$ cat config.mk
export PLATFORM = sky130hd
export DESIGN_NAME = pattern_stream_ctrl
export DESIGN_NICKNAME = d
export VERILOG_FILES = /design/src/rtl/pattern_stream_ctrl.sv
export SDC_FILE = /design/constraint.sdc
export NUM_CORES = 1
export LEC_CHECK = 0
export ABC_AREA = 1
export BUFFER_PORTS_ARGS = -buffer_cell sky130_fd_sc_hd__buf_2
export CAP_MARGIN = 20
export CORE_ASPECT_RATIO = 1.5
export CORE_MARGIN = 4
export CORE_UTILIZATION = 35
export CTS_BUF_LIST = sky130_fd_sc_hd__clkbuf_2
export DETAILED_ROUTE_END_ITERATION = 7
export HOLD_SLACK_MARGIN = 0.12
export SETUP_SLACK_MARGIN = 0.1
export SLEW_MARGIN = 20
export SYNTH_ARGS = -nofsm -noshare
export SYNTH_HDL_FRONTEND = slang
export SYNTH_SLANG_ARGS = --single-unit
$ cat constraint.sdc
create_clock -name i_clk -period 6.6 [get_ports i_clk]
set_clock_uncertainty 0.15 [all_clocks]
set_input_delay 1.65 -clock i_clk [delete_from_list [all_inputs] [get_ports i_clk]]
set_output_delay 1.65 -clock i_clk [all_outputs]
set_load 0.01 [all_outputs]
$ cat src/rtl/pattern_stream_ctrl.sv
// Purpose : frame controller counting '010' bit patterns across a stream of 32-bit words.
// Latency : result valid the cycle after the last word is accepted; 1 word/clk throughput.
// Backpressure: in_ready only in RUN; the result is held in DONE until res_ready.
//
// Ports:
//   i_clk, i_rst_n        clock, asynchronous active-low reset
//   i_start, i_num_words  frame start pulse and length (0 = empty frame), sampled in IDLE
//   i_abort               drop the current frame, return to IDLE
//   i_in_valid/o_in_ready/i_in_data     input word stream
//   o_res_valid/i_res_ready             result handshake
//   o_res_count, o_res_sat              saturating frame total and sticky saturation flag
//   o_busy                              controller not in IDLE
module pattern_stream_ctrl #(
  parameter int DATA_W = 32,
  parameter int CNT_W  = 16,
  parameter int LEN_W  = 8
) (
  input  logic              i_clk,
  input  logic              i_rst_n,
  input  logic              i_start,
  input  logic [LEN_W-1:0]  i_num_words,
  input  logic              i_abort,
  input  logic              i_in_valid,
  output logic              o_in_ready,
  input  logic [DATA_W-1:0] i_in_data,
  output logic              o_res_valid,
  input  logic              i_res_ready,
  output logic [CNT_W-1:0]  o_res_count,
  output logic              o_res_sat,
  output logic              o_busy
);

  typedef enum logic [1:0] {
    IDLE = 2'd0,
    RUN  = 2'd1,
    DONE = 2'd2
  } state_t;

  // Sum is wide enough for both the accumulator and a full 6-bit increment,
  // so narrow CNT_W builds still detect overflow correctly.
  localparam int              SUM_W   = ((CNT_W > 6) ? CNT_W : 6) + 1;
  localparam logic [CNT_W-1:0] CNT_MAX = '1;

  state_t             r_state;
  state_t             w_state_nxt;
  logic [LEN_W-1:0]   r_len;
  logic [LEN_W-1:0]   r_cnt;
  logic [CNT_W-1:0]   r_acc;
  logic               r_sat;
  logic [1:0]         r_prev;
  logic               r_first;

  logic               w_beat;
  logic               w_last;
  logic               w_start_ok;
  logic [5:0]         w_inc;
  logic [SUM_W-1:0]   w_sum;
  logic               w_ovf;
  logic [CNT_W-1:0]   w_acc_nxt;
  logic [LEN_W-1:0]   w_cnt_inc;

  // A beat in the abort cycle is dropped, so abort gates acceptance.
  assign w_beat     = (r_state == RUN) && i_in_valid && !i_abort;
  assign w_start_ok = (r_state == IDLE) && i_start && !i_abort;
  assign w_cnt_inc  = r_cnt + LEN_W'(1);
  assign w_last     = w_beat && (w_cnt_inc == r_len);

  // Per-word increment: 30 windows inside the word plus, after the first
  // word, the two windows that straddle the previous word's top bits.
  always_comb begin
    w_inc = 6'd0;
    for (int i = 0; i < DATA_W - 2; i++) begin
      if (i_in_data[i +: 3] == 3'b010) begin
        w_inc = w_inc + 6'd1;
      end
    end
    if (!r_first) begin
      if ({i_in_data[0], r_prev[1:0]} == 3'b010) begin
        w_inc = w_inc + 6'd1;
      end
      if ({i_in_data[1:0], r_prev[1]} == 3'b010) begin
        w_inc = w_inc + 6'd1;
      end
    end
  end

  assign w_sum     = SUM_W'(r_acc) + SUM_W'(w_inc);
  assign w_ovf     = (w_sum > SUM_W'(CNT_MAX));
  assign w_acc_nxt = w_ovf ? CNT_MAX : w_sum[CNT_W-1:0];

  // Next-state logic
  always_comb begin
    w_state_nxt = r_state;
    case (r_state)
      IDLE: begin
        if (i_start) begin
          w_state_nxt = (i_num_words == '0) ? DONE : RUN;
        end
      end
      RUN: begin
        if (w_last) begin
          w_state_nxt = DONE;
        end
      end
      DONE: begin
        if (i_res_ready) begin
          w_state_nxt = IDLE;
        end
      end
      default: w_state_nxt = IDLE;
    endcase
    if (i_abort) begin
      w_state_nxt = IDLE;
    end
  end

  always_ff @(posedge i_clk or negedge i_rst_n) begin
    if (!i_rst_n) begin
      r_state <= IDLE;
    end else begin
      r_state <= w_state_nxt;
    end
  end

  // Datapath. The accumulator is deliberately left alone on abort and on
  // result hand-off so res_count shows the last result until the next start.
  always_ff @(posedge i_clk or negedge i_rst_n) begin
    if (!i_rst_n) begin
      r_len   <= '0;
      r_cnt   <= '0;
      r_acc   <= '0;
      r_sat   <= 1'b0;
      r_prev  <= 2'b00;
      r_first <= 1'b0;
    end else if (w_start_ok) begin
      r_len   <= i_num_words;
      r_cnt   <= '0;
      r_acc   <= '0;
      r_sat   <= 1'b0;
      r_first <= 1'b1;
    end else if (w_beat) begin
      r_cnt   <= w_cnt_inc;
      r_acc   <= w_acc_nxt;
      r_sat   <= r_sat | w_ovf;
      r_prev  <= i_in_data[DATA_W-1 -: 2];
      r_first <= 1'b0;
    end
  end

  assign o_in_ready  = (r_state == RUN);
  assign o_res_valid = (r_state == DONE);
  assign o_res_count = r_acc;
  assign o_res_sat   = r_sat;
  assign o_busy      = (r_state != IDLE);

endmodule

==> run summary, run 1 <==
Die extent in x: 119 µm
Post-placement cell count: 1,668
Final-report setup violation count: 17
GR Util All Layers: 18.6%
Share of layout cells above drive strength 1: 50.9%
DRT antenna net count: 0
Final nets: 1,592
VDD IR max: 82.7 µV
Worst path bufs/invs: 13
Worst path max stage delay: 350 ps
RSZ-0062 raised after global routing: true
Synth Cell Area: 6490 µm²
GRT met3 Usage: 1.85%
Top Family by Delay on Critical Path: adder cells
First-pass DRT Iterations: 4
Average wire per standard cell: 11.5 µm
Hold Crit Start: o_res_sat
I/O pins: 66
Worst Max-Slew Pin Slew: 840 ps
Final cycle utilization of the critical path: 236%
Die footprint: 20,800 µm²
Hold Vio Cnt, Final: 0
Vias: 8,214
Global-route wire length before repair: 33,300 µm
Placed cell area: 9450 µm²
Most frequent cell after synthesis: nand2_1
Pleak: 5.50 nW
Core area: 18,100 µm²
Row count: 60
Non-Filler Instances: 1,756
Largest buffer count on any clock path: 2
FILL cells: 1,628
Root buf cell: clkbuf_2
Most frequent CP cell: nand2_2
Max-cap viol count: 0
CP Max Fanout: 6
CTS tree: done
WL final: 20,100 µm
Post-DR vias/cell: 4.68
Setup TNS: -152,260 ps
Critical path data arrival time: 15,750 ps
Port-buffer cells: 65
Critical Path Source Type: input port
Area grow syn2layout: 68.1%
Ys Warns: 0
1st-iter DRT viols: 296
Final HPWL DP: 14,600 µm
H-tree depth: 2
Seq/Total Area, Yosys: 14.7%
DRC: 0
Final min period: 15,590 ps
P per Cell Area: 167 nW/µm²
Crit-path slowest cell: fa_2
Worst R2R Start: r_prev[0]
Syn_nets: 1,172
CP Capture Type: flop
Die height: 175 µm
Netlist cell types: 36
Setup crit start: i_in_data[2]
Cell area after layout: 10,900 µm²
Syn avg cell area: 5.97 µm²
PnR worst setup slack: -8990 ps
Ranking of synthesized cells by area: dfrtp_1 (15%), nand2_1 (14%), inv_1 (13%), nand2_2 (9.9%), nand3_2 (7.9%)
Clk slew on worst S/H paths: 170 ps
Met2 Usage GRT: 38.1%
Starting density of the core: 35.9%
Post-synth top cells: nand2_1 (243), inv_1 (232), nand2_2 (103), nand3_1 (99), nor2_1 (84)
Met1 Resource Use GR: 18.0%
Yosys reg bits: 38
Largest net degree at the start of global routing: 39
Vias in the first global route: 8,136
Fmax: 0.0641 GHz
Gr ovfl total: 0
Max_slew headroom: 44.0%
Sink Count: 38
Hold WC Path Type: flop to flop
Main synth FF type: dfrtp_1
Design Power: 1.82 mW
Cells after synthesis: 1,086
Clk Latency, worst-skew pair: 390 ps
GRT busiest layer: met2
Ys async rst share: 100%
Critical path required time: 6760 ps
Post-synth top area share: 14.7%
Final Wtd Congestion: 0.842
WS Path Type: input port to flop
Status: complete, but fails checks
Post-synth EDFFs: 0
Post-synth top area cell: dfrtp_1
Final Max Slew Viols: 0
Violated checks: negative setup slack
Initial antenna violation count: 1
Num CTS Buffers: 5
logic make-up after synthesis:
logic type               Yosys count  synth area share (%)
AO/OA/AOI/OAI                     71                  6.73
XOR/XNOR                          20                  2.70
adder cells (fa/ha/maj)           40                  7.83
buffers and inverters            244                  14.1
flip-flops                        38                  14.7
AND/OR/NAND/NOR                  673                  54.0
cells in the final DEF (no fill, tap or decap), types with 2 or more instances in the layout:
| cell type | netlist | final |
|---|---|---|
| nor3_2 | 2 | 3 |
| buf_4 | 0 | 349 |
| dfrtp_1 | 38 | 38 |
| nand2_1 | 243 | 161 |
| nand4_1 | 17 | 17 |
| o21ai_0 | 24 | 22 |
| xnor2_1 | 6 | 5 |
| nor3_1 | 29 | 27 |
| nand3b_1 | 26 | 26 |
| o221ai_1 | 7 | 7 |
| o211ai_1 | 9 | 9 |
| ha_1 | 39 | 10 |
| a21oi_2 | 0 | 3 |
| nor2_1 | 84 | 78 |
| buf_6 | 0 | 4 |
| nand3_4 | 1 | 19 |
| o21ai_2 | 2 | 5 |
| nand2_2 | 103 | 152 |
| or2_2 | 3 | 3 |
| nand3_2 | 51 | 58 |
| o21ai_1 | 4 | 3 |
| a21oi_1 | 13 | 9 |
| inv_2 | 7 | 12 |
| diode_2 | 0 | 2 |
| ha_4 | 0 | 29 |
| nand3_1 | 99 | 74 |
| nor2_2 | 6 | 12 |
| o22ai_1 | 6 | 6 |
| clkbuf_2 | 0 | 7 |
| nand2_4 | 5 | 38 |
| inv_1 | 232 | 226 |
| buf_2 | 0 | 64 |
| xor2_1 | 14 | 14 |
| or2_1 | 2 | 2 |
routing by layer:
| layer | part of all wire [%] | routed length [µm] | vias to the layer above |
|---|---|---|---|
| met5 | 0 | 0 | - |
| met4 | 4.3 | 873 | 0 |
| li1 | - | - | 4273 |
| met3 | 2.7 | 551 | 70 |
| met1 | 36 | 7320 | 3717 |
| met2 | 57 | 11400 | 154 |
worst register-to-register path: cells and delay by family, from the launching register on:
| family | cells | cell delay [ps] |
|---|---|---|
| AO/OA/AOI/OAI | 5 | 590 |
| flip-flops | 1 | 420 |
| adder cells (fa/ha/maj) | 2 | 590 |
| XOR/XNOR | 1 | 140 |
| AND/OR/NAND/NOR | 12 | 1680 |
| buffers and inverters | 9 | 800 |
cell type report:
class,count,area (µm²),area share (%)
Multi-Input combinational cell,804,5710,52.3
Inverter,239,901,8.26
Antenna cell,2,5.00,0.0459
Sequential cell,38,951,8.72
Tap cell,248,310,2.84
Timing Repair Buffer,418,3000,27.5
Clock buffer,7,35.0,0.321
worst paths after layout:
path / end / slack (ps) / depth (start not counted)
setup / recovery: o_res_count[3] / -8990 / 117
hold / removal: o_res_sat / 340 / 2
setup reg to reg: o_res_count[3] / 2160 / 29
hold reg to reg: o_res_sat / 340 / 2
max in group asynchronous: o_res_count[11] / 4590 / 1
min in group asynchronous: r_len[0] / 1190 / 1
sequential cells by signal, summed over array words and instances (netlist names):
name	flops
o_res_count	16
o_res_sat	1
r_cnt	8
r_first	1
r_len	8
r_prev	2
r_state	2
power breakdown:
part | internal (mW) | switching (mW) | leakage [nW]
combinational | 0.674 | 0.699 | 4.96
sequential | 0.288 | 0.0574 | 0.507
clock | 0.0276 | 0.0737 | 0.0291
total | 0.989 | 0.830 | 5.50
through the flow:
stage,hold WS [ps],utilization [%],setup slack [ps]
5_1_grt,387,60.3,-9800
3_3_place_gp,306,52.2,-9340
6_report,341,60.3,-8990
3_5_place_dp,304,52.2,-9750
4_1_cts,345,55.9,-8970
2_1_floorplan,304,-,-9390
what timing repair did:
action                                  in CTS  in global routing
endpoints found under the setup margin      17                 17
gates cloned                                 1                  0
gates resized for setup                     14                170
setup buffers                               76                 12
pin swaps                                   41                131
hold buffers                                 0                  0
Power figures use the tool's default switching activity.
==> run 2: changes to the inputs <==
--- a/config.mk
+++ b/config.mk
@@ -9,11 +9,12 @@
 export BUFFER_PORTS_ARGS = -buffer_cell sky130_fd_sc_hd__buf_2
 export CAP_MARGIN = 20
 export CORE_ASPECT_RATIO = 1.5
-export CORE_MARGIN = 4
-export CORE_UTILIZATION = 35
+export CORE_MARGIN = 2
+export CORE_UTILIZATION = 65
 export CTS_BUF_LIST = sky130_fd_sc_hd__clkbuf_2
 export DETAILED_ROUTE_END_ITERATION = 7
 export HOLD_SLACK_MARGIN = 0.12
+export PLACE_DENSITY = 0.87
 export SETUP_SLACK_MARGIN = 0.1
 export SLEW_MARGIN = 20
 export SYNTH_ARGS = -nofsm -noshare
==> run 2 against run 1 <==
The flow now stops in 4_1_cts. Synthesized area unchanged. Synthesized cell count stayed put.
==> run summary, run 2 <==
First Err: [ERROR DPL-0033] detailed placement checks failed during check placement.
Synth Cell Area: 6490 µm² (unchanged)
Syn avg cell area: 5.97 µm² (unchanged)
Ys Warns: 0 (unchanged)
CTS resizes: 56 (+42)
Final Wtd Congestion: 0.914 (+8.5%)
Syn_nets: 1,172 (unchanged)
Post-synth top area cell: dfrtp_1
Post-placement cell count: 1,523 (-8.7%)
# Post-CTS Setup Buffers: 22 (-71%)
Cells after synthesis: 1,086 (unchanged)
Post-synth top cells: nand2_1 (243), inv_1 (232), nand2_2 (103), nand3_1 (99), nor2_1 (84)
Most frequent cell after synthesis: nand2_1
Post-synth EDFFs: 0 (unchanged)
Hold_buf cts: 0 (unchanged)
Main synth FF type: dfrtp_1
H-tree depth: 2 (unchanged)
Port-buffer cells: 65 (unchanged)
Status: did not finish
Die extent in x: 85.6 µm (-28%)
Netlist cell types: 36 (unchanged)
Root buf cell: clkbuf_2
Die height: 126 µm (-28%)
Ys async rst share: 100% (unchanged)
Starting density of the core: 67.0% (+31 points)
Post-synth top area share: 14.7% (unchanged)
Ranking of synthesized cells by area: dfrtp_1 (15%), nand2_1 (14%), inv_1 (13%), nand2_2 (9.9%), nand3_2 (7.9%)
Last stage reached: 4_1_cts
Seq/Total Area, Yosys: 14.7% (unchanged)
Final HPWL DP: 19,900 µm (+36%)
I/O pins: 66 (unchanged)
Largest buffer count on any clock path: 2 (unchanged)
Row count: 44 (-27%)
Yosys reg bits: 38 (unchanged)
Sink Count: 38 (unchanged)
Num CTS Buffers: 5 (unchanged)
[run 2: cell counts after synthesis]
No cell type changed its count.
[run 2: cell families after synthesis]
kind of cell,share of synthesized area (%)
compound gates,6.73
flops,14.7
buf+inv,14.1
simple gates,54.0
fa+ha+maj,7.83
xor+xnor,2.70
[run 2: per-stage QoR]
stage / TNS (ps) / hold slack (ps) / util, % / worst slack, ps / instance area, µm²
floorplan: -158310 / 304 / - / -9390 / 6780
global placement: -155880 / 319 / 94.8 / -9200 / 9190
detailed placement: -182680 / 357 / 94.8 / -10780 / 9190
==> run 3: changes to the inputs <==
--- a/config.mk
+++ b/config.mk
@@ -8,14 +8,10 @@
 export ABC_AREA = 1
 export BUFFER_PORTS_ARGS = -buffer_cell sky130_fd_sc_hd__buf_2
 export CAP_MARGIN = 20
-export CORE_ASPECT_RATIO = 1.5
 export CORE_MARGIN = 2
-export CORE_UTILIZATION = 65
-export CTS_BUF_LIST = sky130_fd_sc_hd__clkbuf_2
+export CORE_UTILIZATION = 40
 export DETAILED_ROUTE_END_ITERATION = 7
-export HOLD_SLACK_MARGIN = 0.12
-export PLACE_DENSITY = 0.87
-export SETUP_SLACK_MARGIN = 0.1
+export PLACE_DENSITY_LB_ADDON = 0.15
 export SLEW_MARGIN = 20
 export SYNTH_ARGS = -nofsm -noshare
 export SYNTH_HDL_FRONTEND = slang
==> run 3 against run 2 <==
The flow now finishes, with violations (negative setup slack).
==> run summary, run 3 (synthesis results as in run 1) <==
DRT antenna net count: 0
Most frequent CP cell: nand2_2
Starting density of the core: 40.8% (-26 points)
Fin util: 64.1%
Sink Count: 38 (unchanged)
CTS tree: done
Hold WC Path Type: flop to flop
Worst R2R Path Depth: 29
RSZ-0062 raised after global routing: true
Num CTS Buffers: 5 (unchanged)
Final min period: 15,890 ps
Met2 Usage GRT: 35.0%
Critical path data arrival time: 15,910 ps
Vias in the first global route: 7,104
GRT met3 Usage: 1.89%
Final HPWL DP: 13,100 µm (-34%)
Met1 Resource Use GR: 22.5%
Average wire per standard cell: 9.61 µm
Critical path required time: 6610 ps
GR Util All Layers: 18.5%
Most frequent cells in the layout: buf_4 (315), inv_1 (226), nand2_1 (213)
Clk Latency, worst-skew pair: 280 ps
Hold Vio Cnt, Final: 0
H-tree depth: 2 (unchanged)
Share of layout cells above drive strength 1: 44.0%
Worst path max stage delay: 370 ps
Max-cap viol count: 0
Core area: 15,900 µm²
Commonest non-fill, non-tap cell in the layout: buf_4
Min Hold Slack: 332 ps
Vias: 7,643
Worst Max-Slew Pin Slew: 843 ps
GRT busiest layer: met2
Area grow syn2layout: 57.0%
Global-route wire length before repair: 28,500 µm
Fmax: 0.0629 GHz
Status: complete, but fails checks
1st-iter DRT viols: 244
Pleak: 5.28 nW
Post-DR vias/cell: 4.53
Die footprint: 17,300 µm²
Largest buffer count on any clock path: 2 (unchanged)
Max_slew headroom: 43.8%
Crit-path slowest cell: fa_2
VDD IR max: 164 µV
Port-buffer cells: 65 (unchanged)
PnR worst setup slack: -9290 ps
Max FFs per register: 16
Die height: 131 µm (+4.0%)
Row count: 46 (+4.5%)
FILL cells: 1,477
Clk slew on worst S/H paths: 60 ps
Final-report setup violation count: 17
P per Cell Area: 192 nW/µm²
Critical Path Source Type: input port
First-pass DRT Iterations: 4
Largest net degree at the start of global routing: 39
Final cycle utilization of the critical path: 241%
Root buf cell: clkbuf_16
CP Max Fanout: 3
Final nets: 1,557
Setup TNS: -155,910 ps
Hold Crit Depth: 2
Initial antenna violation count: 2
Hold_buf cts: 0 (unchanged)
Violated checks: negative setup slack
Design Power: 1.96 mW
Final Max Slew Viols: 0
Die extent in x: 131 µm (+54%)
Gr ovfl total: 0
WL final: 16,200 µm
Final Wtd Congestion: 0.788 (-14%)
WS Path Type: input port to flop
DRC: 0
CP Capture Type: flop
I/O pins: 66 (unchanged)
==> run 3: area by class of cell <==
cell class | count | area, µm² | area share, %
multi-input combinational | 804 | 5130 | 50.4
clock inverter | 3 | 68.8 | 0.675
sequential | 38 | 951 | 9.33
inverter | 239 | 903 | 8.87
timing repair buffer | 383 | 2730 | 26.8
antenna | 1 | 2.50 | 0.0246
clock buffer | 5 | 125 | 1.23
tap | 216 | 270 | 2.65
==> run 3: critical path, delay by kind of cell <==
family,cells,cell delay [ps]
buffers and inverters,22,2290
and+or+nand+nor,58,4020
adders and majority gates,29,7180
AOI/OAI and AO/OA,8,780
==> run 3: metrics by stage <==
stage	std cells	worst slack, ps	instance area (µm²)
after floorplan	1086	-9390	6780
after detailed placement	1635	-9780	9400
after global routing	1688	-10190	10200
final	1689	-9290	10200
after CTS	1685	-9210	9950
after global placement	1635	-9440	9400
==> run 3: worst paths after layout <==
check,slack [ps],to,start
max reg2reg,1870,o_res_count[4],r_prev[0]
min,330,o_res_sat,o_res_sat
max in group asynchronous,4440,r_len[1],i_rst_n
min in group asynchronous,1320,o_res_count[9],i_rst_n
min reg2reg,330,o_res_sat,o_res_sat
max,-9290,o_res_count[4],i_in_data[2]
==> run 3: per-layer routing <==
layer / wire length [µm] / vias up / share of wire, %
met5: 12 / - / 0.074
met4: 258 / 2 / 1.6
met3: 339 / 22 / 2.1
met2: 8110 / 76 / 50
met1: 7510 / 3336 / 46
li1: - / 4207 / -
==> run 3: what timing repair did <==
action | in CTS | in global routing
setup buffers | 41 | 4
resized for setup | 9 | 50
pin swaps | 17 | 84
hold endpoints to repair | 0 | 0
gates cloned | 1 | 0
endpoints found under the setup margin | 17 | 17
==> run 3: power by group <==
part / internal [mW] / switching (mW)
Clock: 0.217 / 0.0962
Sequential: 0.289 / 0.0549
Combinational: 0.648 / 0.654
==> run 4: changes to the inputs <==
--- a/config.mk
+++ b/config.mk
@@ -8,6 +8,7 @@
 export ABC_AREA = 1
 export BUFFER_PORTS_ARGS = -buffer_cell sky130_fd_sc_hd__buf_2
 export CAP_MARGIN = 20
+export CORE_ASPECT_RATIO = 0.8
 export CORE_MARGIN = 2
 export CORE_UTILIZATION = 40
 export DETAILED_ROUTE_END_ITERATION = 7
==> run 4 against run 3 <==
The flow still finishes with violations (negative setup slack). Non-clock buffer count increased by 44. Flip-flop and latch count unchanged. Global-route usage increased by 3.9 points. Worst hold slack improved by 13 ps.
==> run summary, run 4 (synthesis results as in run 1) <==
Status: complete, but fails checks
Violated checks: negative setup slack
Commonest non-fill, non-tap cell in the layout: buf_4
# diodes: 0 (-1)
Core area: 15,800 µm² (-0.54%)
Setup crit start: i_in_data[2]
Vias: 8,057 (+5.4%)
Max layer used: met4
CP Depth: 113 (-3.4%)
Root buf cell: clkbuf_16
CP Max Fanout: 3 (unchanged)
Top Family by Delay on Critical Path: adder cells
Max-cap viol count: 0 (unchanged)
First-pass DRT Iterations: 5 (+1)
Port-buffer cells: 65 (unchanged)
Most frequent CP cell: ha_4
Hold Crit Depth: 2 (unchanged)
PnR worst setup slack: -9170 ps (+122 ps)
Largest net degree at the start of global routing: 39 (unchanged)
Row count: 41 (-11%)
Max_slew headroom: 42.2% (-1.6 points)
Critical path required time: 6580 ps (-30 ps)
Final Wtd Congestion: 0.791 (+0.34%)
Fin util: 71.8% (+7.7 points)
Die height: 118 µm (-10%)
Area grow syn2layout: 74.9%
Most frequent cells in the layout: buf_4 (356), inv_1 (218), nand2_1 (153)
Post-DR vias/cell: 4.66 (+3.0%)
Hold Vio Cnt, Final: 0 (unchanged)
WS Path Type: input port to flop
Global-route wire length before repair: 33,500 µm (+18%)
Critical Path Source Type: input port
Num CTS Buffers: 5 (unchanged)
WL final: 20,200 µm (+24%)
R2r endpoint: o_res_count[6]
I/O pins: 66 (unchanged)
Post-placement cell count: 1,628 (-0.43%)
Worst R2R Start: r_prev[0]
Worst R2R Path Depth: 29 (unchanged)
Largest buffer count on any clock path: 2 (unchanged)
Clk Latency, worst-skew pair: 280 ps (about the same)
DRT antenna net count: 0 (unchanged)
CP Capture Type: flop
Critical path data arrival time: 15,760 ps (-150 ps)
Sink Count: 38 (unchanged)
Worst Max-Slew Pin Slew: 866 ps (+23.5 ps)
Starting density of the core: 41.1% (+0.22 points)
Crit-path slowest cell: fa_2
Final Max Slew Viols: 0 (unchanged)
Die extent in x: 146 µm (+11%)
CTS tree: done
VDD IR max: 130 µV (-20%)
Flop-to-flop setup slack: 1870 ps (about the same)
Share of layout cells above drive strength 1: 53.0% (+9.1 points)
DR WL met3: 597 µm (+76%)
Fmax: 0.0634 GHz (+0.77%)
1st-iter DRT viols: 309 (+27%)
P per Cell Area: 180 nW/µm² (-6.6%)
Hold WC Path Type: flop to flop
Final-report setup violation count: 17 (unchanged)
Die footprint: 17,300 µm² (about the same)
Vias in the first global route: 7,794 (+9.7%)
Final cycle utilization of the critical path: 239% (-1.8 points)
Setup TNS: -154,000 ps (+1910 ps)
Hold Crit Start: o_res_sat
Clk slew on worst S/H paths: 60 ps (about the same)
Final HPWL DP: 13,500 µm (+2.9%)
Non-Filler Instances: 1,729 (+2.4%)
Gr ovfl total: 0 (unchanged)
RSZ-0062 raised after global routing: true
H-tree depth: 2 (unchanged)
Worst path bufs/invs: 18 (-18%)
Average wire per standard cell: 11.7 µm (+22%)
Max FFs per register: 16 (unchanged)
Final min period: 15,770 ps (-122 ps)
DRC: 0 (unchanged)
Pleak: 5.67 nW (+7.4%)
GR Util All Layers: 22.4% (+3.9 points)
Worst path max stage delay: 370 ps (about the same)
DRT met1 WL: 9360 µm (+25%)
Worst Hold Path EP: o_res_sat
FILL cells: 1,307 (-12%)
Met2 routed WL: 9710 µm (+20%)
Final nets: 1,601 (+2.8%)
Initial antenna violation count: 0 (-2)
## run 4: changes by cell type in the layout (fill, tap and decap cells not counted), sizes merged
cell / before / now
clkbuf: 5 / 6
buf: 383 / 427
diode: 1 / 0
bufinv: 2 / 0
clkinv: 1 / 0
## run 4: worst max-delay path by stage
stage and end:
6_report o_res_count[6], 3_3_place_gp o_res_count[2], 4_1_cts o_res_count[4], 3_5_place_dp o_res_count[2], 2_1_floorplan o_res_count[3], 5_1_grt o_res_count[13]
## run 4: power breakdown
part	internal, mW	switching, mW	leakage [nW]
Sequential	0.289	0.0565	0.507
Clock	0.146	0.0904	0.0688
Combinational	0.713	0.741	5.09
Total	1.15	0.888	5.67
## run 4: final cells by class
type	count	area, µm²	area share [%]
repair buffers	427	3080	27.1
multi-input cells	804	6010	52.9
clock buffers	6	139	1.22
inverters	239	903	7.96
well taps	215	269	2.37
flip-flops and latches	38	951	8.38
## run 4: worst reg2reg max path, delay by kind of cell (launching register included)
kind	cells	cell delay, ps
buffers and inverters	15	1650
adders and majority gates	2	640
and+or+nand+nor	5	980
AOI/OAI and AO/OA	7	780
DFF	1	390
## run 4: layer usage
layer  vias up  global-route usage [%]
li1       4295                       -
met1      3573                    29.4
met2       141                    38.5
met3        48                    2.83
met4         0                    6.61
met5         -                       0
## run 4: timing repair
| item | CTS | global route |
|---|---|---|
| hold buffers | 0 | 0 |
| setup endpoints to repair | 17 | 17 |
| cloned | 1 | 0 |
| gates resized for setup | 92 | 165 |
| buffers inserted | 96 | 8 |
| pin swaps | 60 | 106 |
## run 4: per-stage QoR
| stage | cell area, µm² | power (mW) | hold slack [ps] | setup slack [ps] |
|---|---|---|---|---|
| CTS | 10600 | 1.90 | 332 | -9040 |
| finish | 11300 | 2.04 | 345 | -9170 |
| floorplan | 6780 | 1.05 | 304 | -9390 |
| detailed placement | 9350 | 1.52 | 317 | -9760 |
| global placement | 9350 | 1.48 | 304 | -9360 |
| global route | 11300 | 2.23 | 374 | -9940 |
